## config.mk

```make
export PLATFORM = sky130hd
export DESIGN_NAME = time_set_ctrl_flat
export DESIGN_NICKNAME = d
export VERILOG_FILES = /design/src/rtl/time_pkg.sv /design/src/rtl/time_set_ctrl_if.sv /design/src/rtl/btn_debounce.sv /design/src/rtl/time_set_ctrl.sv /design/src/flat_wrapper.sv
export SDC_FILE = /design/constraint.sdc
export NUM_CORES = 1
export LEC_CHECK = 0
export CAP_MARGIN = 20
export CORE_UTILIZATION = 25
export CTS_CLUSTER_SIZE = 20
export DETAILED_ROUTE_END_ITERATION = 8
export PLACE_DENSITY = 0.39
export RECOVER_POWER = 50
export SLEW_MARGIN = 0
export SYNTH_ARGS = -nofsm -noshare
export SYNTH_HDL_FRONTEND = slang
export SYNTH_SLANG_ARGS = --single-unit
```

## constraint.sdc

```tcl
create_clock -name clk -period 4.2 [get_ports clk]
set_clock_uncertainty 0.15 [all_clocks]
set_input_delay 0.84 -clock clk [delete_from_list [all_inputs] [get_ports clk]]
set_output_delay 0.84 -clock clk [all_outputs]
set_load 0.05 [all_outputs]
```

## src/rtl/time_pkg.sv

```systemverilog
// Shared definitions for the time-setting clock controller: mode encodings,
// BCD field limits and the BCD increment-with-wrap helper.
package time_pkg;

  typedef enum logic [1:0] {
    MODE_RUN      = 2'b00,
    MODE_SET_HOUR = 2'b01,
    MODE_SET_MIN  = 2'b10
  } mode_e;

  localparam logic [7:0] HOUR_MAX   = 8'h23;
  localparam logic [7:0] MINSEC_MAX = 8'h59;

  // Two-digit BCD increment that wraps to 00 once the limit is reached.
  function automatic logic [7:0] bcd_inc(input logic [7:0] val, input logic [7:0] max);
    if (val >= max) begin
      return 8'h00;
    end else if (val[3:0] >= 4'd9) begin
      return {val[7:4] + 4'd1, 4'd0};
    end else begin
      return {val[7:4], val[3:0] + 4'd1};
    end
  endfunction

endpackage

```

## src/rtl/time_set_ctrl_if.sv

```systemverilog
// Button inputs and time/mode display outputs of the time-setting controller.
interface time_set_ctrl_if;
  logic       btn_mode;
  logic       btn_inc;
  logic [7:0] hour_bcd;
  logic [7:0] min_bcd;
  logic [7:0] sec_bcd;
  logic [1:0] mode;
  logic       blink;

  modport master (
    output btn_mode, btn_inc,
    input  hour_bcd, min_bcd, sec_bcd, mode, blink
  );

  modport slave (
    input  btn_mode, btn_inc,
    output hour_bcd, min_bcd, sec_bcd, mode, blink
  );
endinterface

```

## src/rtl/btn_debounce.sv

```systemverilog
// Two-flop synchronizer, stability-counter debouncer and rising-edge press pulse
// for one raw push button.
module btn_debounce #(
  parameter int unsigned DB_CYCLES = 500000
) (
  input  logic clk,
  input  logic reset,
  input  logic btn,
  output logic press
);

  localparam int unsigned CW = (DB_CYCLES > 1) ? $clog2(DB_CYCLES) : 1;
  localparam logic [CW-1:0] CNT_LAST = CW'(DB_CYCLES - 1);

  logic          sync1_q;
  logic          sync2_q;
  logic          level_q;
  logic [CW-1:0] cnt_q;

  // cnt_q counts consecutive synchronized samples that disagree with level_q.
  always_ff @(posedge clk or posedge reset) begin
    if (reset) begin
      sync1_q <= 1'b0;
      sync2_q <= 1'b0;
      level_q <= 1'b0;
      cnt_q   <= '0;
      press   <= 1'b0;
    end else begin
      sync1_q <= btn;
      sync2_q <= sync1_q;
      press   <= 1'b0;
      if (sync2_q == level_q) begin
        cnt_q <= '0;
      end else if (cnt_q == CNT_LAST) begin
        level_q <= sync2_q;
        cnt_q   <= '0;
        press   <= sync2_q;
      end else begin
        cnt_q <= cnt_q + 1'b1;
      end
    end
  end

endmodule

```

## src/rtl/time_set_ctrl.sv

```systemverilog
// Hours/minutes/seconds clock with a two-button RUN / SET_HOUR / SET_MIN
// setting interface and a blink enable for the field being edited.
module time_set_ctrl
  import time_pkg::*;
#(
  parameter int unsigned TICK_DIV  = 50000000,
  parameter int unsigned DB_CYCLES = 500000
) (
  input logic            clk,
  input logic            reset,
  time_set_ctrl_if.slave bus
);

  localparam int unsigned PW = $clog2(TICK_DIV);
  localparam logic [PW-1:0] PRESC_LAST = PW'(TICK_DIV - 1);
  localparam logic [PW-1:0] PRESC_HALF = PW'(TICK_DIV / 2);

  logic          mode_press;
  logic          inc_press;
  logic          tick;
  logic [PW-1:0] presc_q;
  mode_e         mode_q;
  logic [7:0]    hour_q;
  logic [7:0]    min_q;
  logic [7:0]    sec_q;
  logic          blink_q;

  btn_debounce #(.DB_CYCLES(DB_CYCLES)) u_db_mode (
    .clk   (clk),
    .reset (reset),
    .btn   (bus.btn_mode),
    .press (mode_press)
  );

  btn_debounce #(.DB_CYCLES(DB_CYCLES)) u_db_inc (
    .clk   (clk),
    .reset (reset),
    .btn   (bus.btn_inc),
    .press (inc_press)
  );

  assign tick = (presc_q == PRESC_LAST);

  always_ff @(posedge clk or posedge reset) begin
    if (reset) begin
      presc_q <= '0;
      mode_q  <= MODE_RUN;
      hour_q  <= 8'h00;
      min_q   <= 8'h00;
      sec_q   <= 8'h00;
      blink_q <= 1'b0;
    end else begin
      blink_q <= (mode_q != MODE_RUN) && (presc_q < PRESC_HALF);

      // Leaving SET_MIN restarts the second so the new time begins on a boundary.
      if (tick || (mode_press && mode_q == MODE_SET_MIN)) begin
        presc_q <= '0;
      end else begin
        presc_q <= presc_q + 1'b1;
      end

      if (mode_press) begin
        unique case (mode_q)
          MODE_RUN:      mode_q <= MODE_SET_HOUR;
          MODE_SET_HOUR: mode_q <= MODE_SET_MIN;
          MODE_SET_MIN: begin
            mode_q <= MODE_RUN;
            sec_q  <= 8'h00;
          end
          default:       mode_q <= MODE_RUN;
        endcase
      end else begin
        unique case (mode_q)
          MODE_RUN: begin
            if (tick) begin
              sec_q <= bcd_inc(sec_q, MINSEC_MAX);
              if (sec_q == MINSEC_MAX) begin
                min_q <= bcd_inc(min_q, MINSEC_MAX);
                if (min_q == MINSEC_MAX) begin
                  hour_q <= bcd_inc(hour_q, HOUR_MAX);
                end
              end
            end
          end
          MODE_SET_HOUR: if (inc_press) hour_q <= bcd_inc(hour_q, HOUR_MAX);
          MODE_SET_MIN:  if (inc_press) min_q <= bcd_inc(min_q, MINSEC_MAX);
          default:       mode_q <= MODE_RUN;
        endcase
      end
    end
  end

  assign bus.hour_bcd = hour_q;
  assign bus.min_bcd  = min_q;
  assign bus.sec_bcd  = sec_q;
  assign bus.mode     = mode_q;
  assign bus.blink    = blink_q;

endmodule

```

## src/flat_wrapper.sv

```systemverilog
// flat-port wrapper written by rule: the top's interface ports become plain ports
module time_set_ctrl_flat import time_pkg::*;
#(
  parameter int unsigned TICK_DIV  = 50000000,
  parameter int unsigned DB_CYCLES = 500000
)
  (clk, reset, bus_btn_mode, bus_btn_inc, bus_hour_bcd, bus_min_bcd, bus_sec_bcd, bus_mode, bus_blink);
  time_set_ctrl_if bus_i ();
  input logic clk;
  input logic reset;
  input wire logic [$bits(bus_i.btn_mode)-1:0] bus_btn_mode;
  input wire logic [$bits(bus_i.btn_inc)-1:0] bus_btn_inc;
  output wire logic [$bits(bus_i.hour_bcd)-1:0] bus_hour_bcd;
  output wire logic [$bits(bus_i.min_bcd)-1:0] bus_min_bcd;
  output wire logic [$bits(bus_i.sec_bcd)-1:0] bus_sec_bcd;
  output wire logic [$bits(bus_i.mode)-1:0] bus_mode;
  output wire logic [$bits(bus_i.blink)-1:0] bus_blink;
  assign bus_i.btn_mode = bus_btn_mode;
  assign bus_i.btn_inc = bus_btn_inc;
  assign bus_hour_bcd = bus_i.hour_bcd;
  assign bus_min_bcd = bus_i.min_bcd;
  assign bus_sec_bcd = bus_i.sec_bcd;
  assign bus_mode = bus_i.mode;
  assign bus_blink = bus_i.blink;
  time_set_ctrl #(.TICK_DIV(TICK_DIV), .DB_CYCLES(DB_CYCLES)) u_core (.clk(clk), .reset(reset), .bus(bus_i));
endmodule
```

## Yosys cells after proc, flatten, opt, wreduce, memory -nomap -nowiden

Cells that the tools add are included.

- Add/subtract/negate cells: 9
- Order comparisons: 7
- Eq/ne operators: 16
- Multiplexer cells: 31
- Bitwise operators: 3
- Reduce and logical (&&, ||, !) cells: 17

Operator list:

| cell | number |
|---|---|
| 2-to-1 mux 8 bit | 17 |
| 2-to-1 mux 19 bit | 4 |
| adder 19 x 1 -> 19 bit (second input constant) | 2 |
| == test 19 bit (second input constant) | 2 |
| one-hot mux 8 bit (2 select lines) | 2 |
| adder 26 x 1 -> 26 bit (second input constant) | 1 |
| == test 26 bit (second input constant) | 1 |
| < comparator 26 x 25 -> 1 bit (second input constant) | 1 |
| 2-to-1 mux 26 bit | 1 |
| adder 4 x 1 -> 4 bit (second input constant) | 6 |
| == test 8 x 7 -> 1 bit (second input constant) | 2 |
| >= comparator 8 x 7 -> 1 bit (second input constant) | 2 |
| >= comparator 4 bit (second input constant) | 3 |
| != test 2 x 1 -> 1 bit (second input constant) | 5 |
| nonzero test 2 bit | 5 |
| >= comparator 8 x 6 -> 1 bit (second input constant) | 1 |
| AND reduction 6 bit | 1 |
| AND reduction 5 bit | 1 |
| 2-to-1 mux 1 bit | 4 |
| 2-to-1 mux 2 bit | 2 |
| != test 2 bit (second input constant) | 2 |
| one-hot mux 2 bit (2 select lines) | 1 |
| AND reduction 2 bit | 2 |
| AND reduction 4 bit | 1 |
| other kinds (10) | 14 |

- Register bits: 99
- Input port bits: 4

## Longest topological paths before layout

- Word-level depth: 7
- Gate-level depth with buffers: 9
- Gate-level depth less buffers: 8

## By module

Synthesis repeated with hierarchy kept, for this count alone.

- Cells, all modules: 545
- Area total of the unflattened synthesis: 5348.9 um^2

By module, submodules not included:

| module | instances | cells an instance | area each (um^2) | seq. area each (um^2) |
|---|---|---|---|---|
| time_set_ctrl | 1 | 329 | 3041.7 | 1326.3 |
| btn_debounce | 2 | 108 | 1153.6 | 575.6 |

## Worst setup path after synthesis

Ideal clock, no wire load.

- Path type: flip-flop to flip-flop
- Start: reg u_core.sec_q[4] (netlist: u_core.bus.sec_bcd[4])
- End: reg u_core.min_q[4] (netlist: u_core.bus.min_bcd[4])
- Library setup time: 125 ps
- Data arrival time: 2178 ps
- Data required time: 3925 ps
- Path slack: 1748 ps
- Cell stages (with the launch flop): 8
- Buffers on the path: 0
- Clock period less this slack: 2452 ps
- Cells stage by stage: dfrtp_1 ha_1 and4b_1 nand3b_1 or4_1 o21ai_1 and2_1 mux2_2

- Longest elaborated chain between the ends: 3

Ends and longest elaborated chain:

| item | RTL line | RTL |
|---|---|---|
| from (decl) | time_set_ctrl.sv:25 | `logic [7:0] sec_q;` |
| from (signal assigned) | time_set_ctrl.sv:76 | `sec_q <= bcd_inc(sec_q, MINSEC_MAX);` |
| == test 8 x 7 -> 1 bit | time_set_ctrl.sv:77 | `if (sec_q == MINSEC_MAX) begin` |
| != test 2 x 1 -> 1 bit (no line) | n/a |  |
| AND reduction 5 bit (no line) | n/a |  |
| to (signal assigned) | time_set_ctrl.sv:78 | `min_q <= bcd_inc(min_q, MINSEC_MAX);` |
| to (signal assigned) | time_set_ctrl.sv:86 | `MODE_SET_MIN: if (inc_press) min_q <= bcd_inc(min_q, MINSEC_MAX);` |
| to (decl) | time_set_ctrl.sv:24 | `logic [7:0] min_q;` |

No other way between the ends.
A chain may end at the register's enable or synchronous reset.

==> flow_summary_export.csv <==
group,metric,value,unit
logic_synthesis,syn_area_per_cell,9.73,um^2
detailed_routing,drc,0,
final_layout,drive_above_1_share,0.0555,
die,core-area,19000,um^2
detailed_routing,drt_iter0_drc,147,
timing,fmax,0.319,GHz
logic_synthesis,syn-num-nets,524,
detailed_routing,ant_nets,0,
critical_path,setup.worst_path.start_class,"primary input",
critical_path,slowest_stage,"clkinvlp_2",
grt,grt_overflow,0,
detailed_routing,vias_per_cell,4.33,
die,start_util,0.258,
logic_synthesis,synth.ff_latch_count,99,
detailed_routing,vias,3469,
critical_path,crit_required,4.50,ns
clock_tree,htree_levels,3,
logic_synthesis,synth_common_cells,"dfrtp_1 (99), nor2_1 (92), nand2_1 (45)",
clock_tree,clock_latency,0.35,ns
timing,fin_crit,3.13,ns
logic_synthesis,synthArstFlopShare,1.00,
grt,grt_usage,0.113,
final_layout,fin_cells,801,
critical_path,crit_path_cell_trace,"dlygate4sd3_1 -> clkinvlp_2 -> clkbuf_2",
logic_synthesis,yosys_warnings,0,
timing,post-route-period-util,0.745,
grt,first_global_vias,3548,
critical_path,crit_path_max_fanout,52,
final_layout,n_fill_cell,1947,
logic_synthesis,synth.area.top_cells,"dfrtp_1 (51%), nor2_1 (7.1%), xor2_1 (5.6%)",
logic_synthesis,yosysSeqAreaShare,0.507,
clock_tree,cts_inserted_buffers,9,
grt,antenna_found_initial,0,
critical_path,max_stage_delay,1.35,ns
clock_tree,cts_resized,0,
placed_design,placedInstanceArea,5500,um^2
clock_tree,cts_root_buf,"clkbuf_16",
timing,tightest_slew,2.38,ns
die,rows,50,
grt,grt_max_degree,53,
timing,fin_hold_ws,0.210,ns
final_layout,fin_util,0.308,
critical_path,crit_path_end_kind,"async pin",
die,die_w,142,um
status,status,"finished with violations",
job,maxCapViolations,1,
grt,grt_pass1_wl,18000,um
worst_hold_path,hp-class,"reg2reg",
final_layout,n_antenna_cell,0,
logic_synthesis,synthesis.area,4880,um^2
final_layout,final_area,5840,um^2
logic_synthesis,synth_top_area_frac,0.507,
clock_tree,clk_pin_slew_worst_paths,0.07,ns
placed_design,gp_congestion,0.797,
status,violations,"max-capacitance violations, max-slew violations",
placed_design,pre_cts_slack,1.30,ns
clock_tree,post_cts_buffers,0,
timing,relSlewSlack,-0.597,
die,pin_count,31,
power_and_ir_drop,p_total,1.98,mW
clock_tree,cts_tree,"built",
detailed_routing,firstDrtPassIters,4,
clock_tree,clock_path_buffers,2,
logic_synthesis,synthCells,502,
detailed_routing,routedWlPerCell,12.6,um
placed_design,dp_hpwl,7000,um
clock_tree,ctsHoldBuffers,0,
logic_synthesis,synthFlopType,"dfrtp_1",
final_layout,multi_input_area,2290,um^2
clock_tree,cts.sink_count,99,
critical_path,arrival,3.43,ns
logic_synthesis,synth_most_common_cell,"dfrtp_1",
die,die_h,142,um
timing,setup_tns,0,ns
final_layout,fin_nets,558,
timing,rsz0062_at_grt,"false",
power_and_ir_drop,p_per_area,338,nW/um^2
placed_design,dp_cells,785,
timing,final-hold-violation-count,0,
placed_design,io_buffers,30,
power_and_ir_drop,cellLeakagePower,2.46,nW
logic_synthesis,synth_cell_types,50,
detailed_routing,route.final.wire_length,10100,um
timing,slew_viol_final,53,
final_layout,area_growth,19.7,%
logic_synthesis,synth_largest_area_cell,"dfrtp_1",
critical_path,setup.worst_path.class,"in2async",
logic_synthesis,synth_edf_count,0,
power_and_ir_drop,ir_worst_vdd,0.000184,V
timing,setup_viol,0,
final_layout,ff_latch_area,2480,um^2
die,dieArea,20100,um^2
timing,worst_slack,1.07,ns
-- layout make-up --
class                           count  area share
Sequential cell                    99       0.424
Timing Repair Buffer               35      0.0563
Inverter                           18      0.0118
Tap cell                          260      0.0557
Multi-Input combinational cell    373       0.392
Clock inverter                      6      0.0193
Clock buffer                       10      0.0409
-- worst max-delay path: cells and delay by family --
| family | cells | cell delay (ns) |
|---|---|---|
| buf+inv | 3 | 2.57 |
-- sequential cells by signal (all words and copies together), names as in the netlist --
register and flops:
u_core.bus.min_bcd 8, u_core.u_db_inc.sync1_q 1, u_core.presc_q 26, u_core.u_db_mode.sync2_q 1, u_core.u_db_inc.press 1, u_core.u_db_inc.cnt_q 19
u_core.bus.mode 2, u_core.u_db_mode.level_q 1, u_core.bus.blink 1, u_core.u_db_mode.cnt_q 19, u_core.bus.sec_bcd 8, u_core.u_db_mode.press 1
u_core.u_db_mode.sync1_q 1, u_core.u_db_inc.sync2_q 1, u_core.u_db_inc.level_q 1, u_core.bus.hour_bcd 8
-- layout by cell type (no fill, tap or decap), types with 3 or more instances in the layout --
| cell type | instances |
|---|---|
| nand4_1 | 10 |
| a21oi_1 | 4 |
| nand2_1 | 45 |
| dfrtp_1 | 99 |
| nor3b_1 | 4 |
| and2_1 | 5 |
| xnor2_1 | 29 |
| and3_1 | 8 |
| nand3_1 | 29 |
| and4_1 | 4 |
| bufinv_16 | 3 |
| mux2_2 | 3 |
| nand3b_1 | 3 |
| xor2_1 | 31 |
| o31ai_1 | 3 |
| o21ai_1 | 11 |
| or3_1 | 6 |
| nor4_1 | 5 |
| clkdlybuf4s50_1 | 27 |
| o21ai_0 | 13 |
| ha_1 | 18 |
| dlygate4sd3_1 | 3 |
| nand2b_1 | 4 |
| o41ai_1 | 3 |
| nor2b_1 | 5 |
| clkinvlp_4 | 3 |
| nor2_1 | 92 |
| inv_1 | 17 |
| clkbuf_16 | 9 |
| nor3_1 | 10 |
-- power by group --
group / internal [mW] / leakage (nW) / switching, mW
Clock: 0.598 / 0.161 / 0.374
Sequential: 0.960 / 1.35 / 0.00573
Combinational: 0.00877 / 0.948 / 0.0299
Total: 1.57 / 2.46 / 0.409
-- metal layers --
metal	vias to the layer above	global-route usage	part of all wire
li1	1775	-	-
met1	1657	0.147	0.50
met2	29	0.178	0.46
met3	8	0.0337	0.027
met4	0	0.0374	0.013
met5	-	0	0
-- path summary, 6_finish.rpt --
kind,startpoint,endpoint,slack [ns],cells after the start
max,reset,u_core.bus.hour_bcd[1],1.07,3
min,u_core.u_db_mode.sync1_q,u_core.u_db_mode.sync2_q,0.21,0
max reg2reg,u_core.presc_q[10],u_core.bus.min_bcd[4],1.31,6
min reg2reg,u_core.u_db_mode.sync1_q,u_core.u_db_mode.sync2_q,0.21,0
max in group clk,u_core.presc_q[10],u_core.bus.min_bcd[4],1.31,6
min in group asynchronous,reset,u_core.presc_q[18],1.44,2
-- cell families (layout without fill, tap and decap cells) --
kind of cell	count (synthesis)	in the layout	synth area share
flops	99	99	0.507
buf+inv	30	69	0.0236
simple gates	246	246	0.249
compound gates	46	46	0.0597
xor+xnor	60	60	0.108
fa+ha+maj	18	18	0.0461
mux	3	3	0.00692
No activity file was read; power rests on OpenSTA's default activity.
